--- src/rtl/ternary_neuron_sequencer.sv ---
// Ternary neuron sequencer: streams an N-bit input vector two synapses per cycle through
// a bank of ternary weights, accumulates the signed dot product and thresholds it.
module ternary_neuron_sequencer #(
  parameter int unsigned N_INPUTS = 16,
  parameter int unsigned ACC_W    = 6
) (
  input  logic                        clk,
  input  logic                        rst,
  input  logic                        w_load,
  input  logic [1:0]                  w_data,
  output logic [$clog2(N_INPUTS)-1:0] w_ptr_out,
  input  logic [ACC_W-1:0]            threshold,
  input  logic                        in_valid,
  output logic                        in_ready,
  input  logic [N_INPUTS-1:0]         in_x,
  output logic                        out_valid,
  input  logic                        out_ready,
  output logic [ACC_W-1:0]            out_sum,
  output logic                        out_fire,
  output logic                        busy
);

  localparam int unsigned PW    = $clog2(N_INPUTS);
  localparam int unsigned PAIRS = N_INPUTS / 2;
  localparam int unsigned KW    = (PAIRS > 1) ? $clog2(PAIRS) : 1;

  localparam logic [1:0] IDLE  = 2'd0;
  localparam logic [1:0] ACCUM = 2'd1;
  localparam logic [1:0] DONE  = 2'd2;

  logic [1:0]                state_q;
  logic [PW-1:0]             w_ptr_q;
  logic [1:0]                weight_q [N_INPUTS];
  logic [N_INPUTS-1:0]       x_q;
  logic signed [ACC_W-1:0]   thr_q;
  logic signed [ACC_W-1:0]   acc_q;
  logic [KW-1:0]             k_q;
  logic                      out_valid_q;
  logic [ACC_W-1:0]          out_sum_q;
  logic                      out_fire_q;

  logic [1:0]                w0, w1;
  logic                      x0, x1;
  logic signed [ACC_W-1:0]   acc_d;
  logic                      last_pair;

  // bit0 = weight_zero, bit1 = weight_sign; result sign-extended to accumulator width
  function automatic logic signed [ACC_W-1:0] syn(input logic x, input logic [1:0] w);
    if (!x || w[0]) return '0;
    else if (w[1])  return '1;
    else            return ACC_W'(1);
  endfunction

  always_comb begin
    w0 = 2'b01;
    w1 = 2'b01;
    x0 = 1'b0;
    x1 = 1'b0;
    for (int i = 0; i < int'(PAIRS); i++) begin
      if (k_q == KW'(i)) begin
        w0 = weight_q[2*i];
        w1 = weight_q[2*i+1];
        x0 = x_q[2*i];
        x1 = x_q[2*i+1];
      end
    end
    acc_d     = acc_q + syn(x0, w0) + syn(x1, w1);
    last_pair = (k_q == KW'(PAIRS - 1));
  end

  always_ff @(posedge clk or posedge rst) begin
    if (rst) begin
      state_q     <= IDLE;
      w_ptr_q     <= '0;
      for (int i = 0; i < int'(N_INPUTS); i++) weight_q[i] <= 2'b01;
      x_q         <= '0;
      thr_q       <= '0;
      acc_q       <= '0;
      k_q         <= '0;
      out_valid_q <= 1'b0;
      out_sum_q   <= '0;
      out_fire_q  <= 1'b0;
    end else begin
      unique case (state_q)
        IDLE: begin
          if (w_load) begin
            weight_q[w_ptr_q] <= w_data;
            w_ptr_q <= (w_ptr_q == PW'(N_INPUTS - 1)) ? '0 : w_ptr_q + 1'b1;
          end
          if (in_valid) begin
            x_q     <= in_x;
            thr_q   <= threshold;
            acc_q   <= '0;
            k_q     <= '0;
            state_q <= ACCUM;
          end
        end
        ACCUM: begin
          acc_q <= acc_d;
          k_q   <= k_q + 1'b1;
          if (last_pair) begin
            out_sum_q   <= acc_d;
            out_fire_q  <= (acc_d >= thr_q);
            out_valid_q <= 1'b1;
            state_q     <= DONE;
          end
        end
        DONE: begin
          if (out_ready) begin
            out_valid_q <= 1'b0;
            state_q     <= IDLE;
          end
        end
        default: state_q <= IDLE;
      endcase
    end
  end

  assign in_ready  = (state_q == IDLE) && !rst;
  assign busy      = (state_q != IDLE);
  assign out_valid = out_valid_q;
  assign out_sum   = out_sum_q;
  assign out_fire  = out_fire_q;
  assign w_ptr_out = w_ptr_q;

endmodule

--- config.mk ---
export PLATFORM = sky130hd
export DESIGN_NAME = ternary_neuron_sequencer
export DESIGN_NICKNAME = d
export VERILOG_FILES = /design/src/rtl/ternary_neuron_sequencer.sv
export SDC_FILE = /design/constraint.sdc
export NUM_CORES = 1
export LEC_CHECK = 0
export CAP_MARGIN = 20
export CORE_AREA = 2 2 92 160
export CTS_BUF_LIST = sky130_fd_sc_hd__clkbuf_16
export CTS_CLUSTER_DIAMETER = 80
export DETAILED_ROUTE_END_ITERATION = 8
export DIE_AREA = 0 0 94 162
export HOLD_SLACK_MARGIN = 0.05
export SLEW_MARGIN = 15
export SYNTH_ARGS = -nofsm -noshare
export SYNTH_HDL_FRONTEND = slang
export SYNTH_SLANG_ARGS = --single-unit
--- constraint.sdc ---
create_clock -name clk -period 11.1 [get_ports clk]
set_input_delay 2.775 -clock clk [delete_from_list [all_inputs] [get_ports clk]]
set_output_delay 2.775 -clock clk [all_outputs]
set_load 0.01 [all_outputs]
Word level (Yosys, flattened, before mapping)
Cells that the tools add are included.
{"block": "word_totals", "ff_bits": 77, "latchBits": 0, "ramBits": 0, "mem_bits_ro": 0, "in_bits": 29, "output_inout_bits": 14, "elab_cells": 115, "mem_count": 0}
{"block": "classes", "addsub": 4, "n_mul": 0, "div": 0, "magnitude_cmp": 3, "eq_ne": 13, "shifts": 0, "mux": 51, "bitwise": 1, "n_reduce_logical": 18}
{"op": "2-bit two-way mux", "count": 20}
{"op": "32-bit bitwise mux", "count": 1}
{"op": "6-bit two-way mux", "count": 5}
{"op": "1-bit two-way mux", "count": 18}
{"op": "6-bit adder", "count": 2}
{"op": "3-bit == test, second input constant", "count": 4}
{"op": "6-bit case mux with 2 select lines", "count": 1}
{"op": "2-bit demux with 4-bit select", "count": 1}
{"op": "2-bit AND reduction", "count": 4}
{"op": "3-bit by 2-bit == test with 1-bit output, second input constant", "count": 2}
{"op": "6-bit >= comparator", "count": 1}
{"op": "2-bit inequality test, second input constant", "count": 3}
{"op": "2-bit case mux with 3 select lines", "count": 1}
{"op": "3-bit case mux with 2 select lines", "count": 1}
{"op": "3-bit AND reduction", "count": 2}
{"op": "2-bit nonzero test", "count": 3}
{"op": "5-bit >= comparator, second input constant", "count": 1}
{"op": "5-bit by 1-bit < comparator with 1-bit output, second input constant", "count": 1}
{"op": "4-bit NOT with 5-bit output", "count": 1}
{"op": "4-bit by 1-bit adder with 4-bit output, second input constant", "count": 1}
{"op": "4-bit == test, second input constant", "count": 1}
{"op": "4-bit two-way mux", "count": 1}
{"op": "3-bit by 1-bit adder with 3-bit output, second input constant", "count": 1}
{"op": "3-bit by 1-bit == test with 1-bit output, second input constant", "count": 1}
{"op": "other kinds (9)", "count": 13}

Longest topological paths before layout
{"block": "depth", "ltp_word": 15, "ltp_mapped": 24, "mapped_depth_nobuf": 22}

Least setup slack after synthesis
OpenSTA, ideal clock, no wires.
{"block": "synth_timing", "path_kind": "input -> output", "startpoint": "input rst", "endpoint": "output in_ready", "arrival_time_ps": 2944, "required_time_ps": 8325, "path_slack_ps": 5381, "cell_stages": 1, "n_path_buf": 0, "cell_sequence": "nor2_1"}
{"block": "synth_between", "elab_chain_cells": 2}
{"element": "start, declared", "line_no": "8", "rtl": "input logic rst,"}
{"element": "1-bit zero test", "line_no": "119", "rtl": "assign in_ready = (state_q == IDLE) && !rst;"}
{"element": "1-bit logical AND", "line_no": "119"}
{"element": "end, declared", "line_no": "14", "rtl": "output logic in_ready,"}
Every way passes these cells.

Worst setup path in the final report
Ends and elaborated chain as after synthesis.

==> metrics.csv <==
stage,metric,value,unit
run_status,status,finished clean,
yosys,Mapped Nets,471,
power,maximum vdd ir drop,0.00009101,V
timing,Final min period,6621,ps
yosys,"EDFF count, synth",0,
floorplan,Die Wd,94,um
timing,Setup Skew,5.265,ps
grt,initial antenna violation count,0,
final_layout,"commonest non-fill, non-tap cell in the layout",nand2_1,
floorplan,Core ar.,0.01391,sq mm
timing,Setup Total Neg Slack,0,ps
grt,largest net degree at the start of global routing,78,
placed_design,detailed placement HPWL,7092,um
placed_design,I/O Buffers,42,
worst_setup_path,startpoint types,primary input,
yosys,synthesized area,0.004113,sq mm
final_layout,Finished Layout Cells,634,
final_layout,share of post-route cells with drive strength above 1,0.1597,
grt,vias in the first global route,3178,
timing,period utilisation layout,0.5965,
clock_network,CTS root buffer,clkbuf_16,
final_layout,Util after Layout,0.3610,
timing,# setup viols final,0,
placed_design,Inst Count DP,617,
final_layout,FILL cells,1428,
timing,RSZ-0062 raised after global routing,false,
final_layout,Nets,507,
power,Leakage,2.315,nW
final_layout,layout overhead on the synthesized area,22.09,%
final_layout,"commonest cells after routing, fill and taps aside","nand2_1, dfrtp_1, clkdlybuf4s50_1, mux2_2, o21ai_0",
clock_network,Inserted Clock Buffers,9,
power,Switching Share,0.3889,
worst_setup_path,Worst Setup End Kind,primary output,
routing,WL per Instance,15.03,um
power,Clk pwr share,0.206,
timing,hold slack,475.4,ps
clock_network,post-CTS resize count,0,
worst_setup_path,arrival time at the worst endpoint,3850,ps
worst_setup_path,CP Max Fanout,2,
yosys,Synth Register Bits,77,
clock_network,setup bufs post-CTS,0,
min_path,HP Class,flop to flop,
yosys,post-synthesis sequential area ratio,0.4734,
placed_design,gpl congestion,0.8655,
grt,first-pass GRT wire length,15690,um
clock_network,CTS tree,done,
timing,slew margin rel.,0.3365,
routing,Vias,2993,
yosys,Yosys warning total,0,
floorplan,Die Y-Extent,162,um
grt,gr usage total,0.1339,
yosys,Yosys cell types,49,
power,Pwr Density,320.5,mW/mm^2
timing,max frequency,151.0,MHz
routing,DR DRC count,0,
power,sw power,625.7,uW
run,# Max-Cap Violations,0,
routing,final wirelength,9532,um
timing,Worst Tran Pin Value,995.3,ps
timing,final slew viol count,0,
worst_setup_path,critical path type,primary input to primary output,
clock_network,clk buf depth,2,
floorplan,Die ar.,0.01523,sq mm
routing,DRT iter0 DRCs,110,
clock_network,cts hold-fix bufs,0,
worst_setup_path,Worst Path Required,8330,ps
yosys,"Avg Cell Area, Syn",9.886,sq um
clock_network,H-tree depth,3,
floorplan,initial core utilization,0.2957,
power,Seq pwr share,0.323,
clock_network,clock slew at reported path FFs,60,ps
timing,Final Hold Viols,0,
floorplan,num rows,57,
power,Comb power frac,0.471,
power,PnR Total Power,1.609,mW
routing,final antenna-violating net count,0,
grt,grt ovf,0,
clock_network,clock tree sinks,77,
floorplan,Ports,43,
routing,via/cell ratio,4.721,
yosys,Synth Instances,416,
routing,drt first pass iters,4,
yosys,ys async rst share,1.000,
power,Int Power,983.4,uW
yosys,Main synth FF type,dfrtp_1,
clock_network,Worst-Skew Late Latency,340,ps
final_layout,n_diodes,0,
-- per-stage QoR --
stage / area [sq um] / setup slack, ps
finish: 5021 / 4479
global route: 5021 / 4431
CTS: 5006 / 4474
detailed placement: 4667 / 4481
global placement: 4667 / 4468
floorplan: 4113 / 5381
-- power groups by stage --
stage                     combinational [mW]  sequential [mW]  clock, mW
after floorplan                        0.554            0.498          0
after global placement                 0.735            0.520          0
after detailed placement               0.762            0.526          0
after CTS                              0.767            0.522      0.341
after global routing                   0.858            0.539      0.351
final                                  0.757            0.520      0.332
-- synthesized netlist by cell type (all sizes together), types with 2 or more instances --
cell	number	area, sq um
buf	7	50.05
nand3	12	60.06
nand2b	4	25.02
a221oi	5	50.04
dfrtp	61	1526
ha	23	287.8
nor2	18	67.56
nand4	3	18.77
o221ai	3	38.79
nor2b	6	40.04
a21o	7	52.55
o21ai	30	157.7
xnor2	2	17.52
clkbuf	12	45.04
a21oi	16	91.34
fa	3	60.06
o211ai	3	22.52
and2	2	12.51
mux2	33	371.6
inv	28	105.1
xor2	6	52.55
a31oi	2	12.51
o31ai	3	22.52
nand3b	2	15.01
nand2	94	352.8
dfstp	16	420.4
-- worst max-delay path, stage by stage --
cell	delay (ps)
clkdlybuf4s50_1	430
nor2_1	110
clkdlybuf4s50_1	530
-- final timing paths --
kind | to | startpoint | cells past startpoint | slack, ps
min reg2reg | out_sum[4] | out_sum[4] | 2 | 480
max reg2reg | out_fire | k_q[1] | 22 | 6320
min | out_sum[4] | out_sum[4] | 2 | 480
min in group asynchronous | out_sum[0] | rst | 3 | 3060
max in group asynchronous | x_q[12] | rst | 3 | 7360
max | in_ready | rst | 3 | 4480
-- sequential cells by signal, indices dropped and copies added (netlist names) --
name       count
acc_q          6
k_q            3
out_fire       1
out_sum        6
out_valid      1
state_q        2
thr_q          6
w_ptr_out      4
weight_q      32
x_q           16
-- final cells by class --
| cell class | count | area (sq um) | area share |
|---|---|---|---|
| Clock buffer | 9 | 225.2 | 0.04485 |
| Clock inverter | 7 | 113.9 | 0.02268 |
| Inverter | 29 | 108.9 | 0.02168 |
| Multi-Input combinational cell | 291 | 1962 | 0.3907 |
| Sequential cell | 77 | 1947 | 0.3877 |
| Tap cell | 177 | 221.5 | 0.04411 |
| Timing Repair Buffer | 44 | 442.9 | 0.08821 |
-- cell families (layout without fill, tap and decap cells) --
| family | count (synthesis) | count (layout) | share of synthesized area |
|---|---|---|---|
| DFF | 77 | 77 | 0.4734 |
| buffers and inverters | 48 | 89 | 0.04959 |
| AOI/OAI and AO/OA | 75 | 75 | 0.1217 |
| muxes | 33 | 33 | 0.09036 |
| adders and majority gates | 26 | 26 | 0.08458 |
| and+or+nand+nor | 148 | 148 | 0.1579 |
| xor gates and xnor gates | 9 | 9 | 0.02251 |
-- metal layers --
layer  vias up  global-route usage  share of wire
met5         -                   0              0
met4         0             0.05995          0.025
met3        16             0.02829          0.034
met2        49              0.2487           0.56
met1      1448              0.1412           0.38
li1       1480                   -              -
No activity file was read; power rests on OpenSTA's default activity.
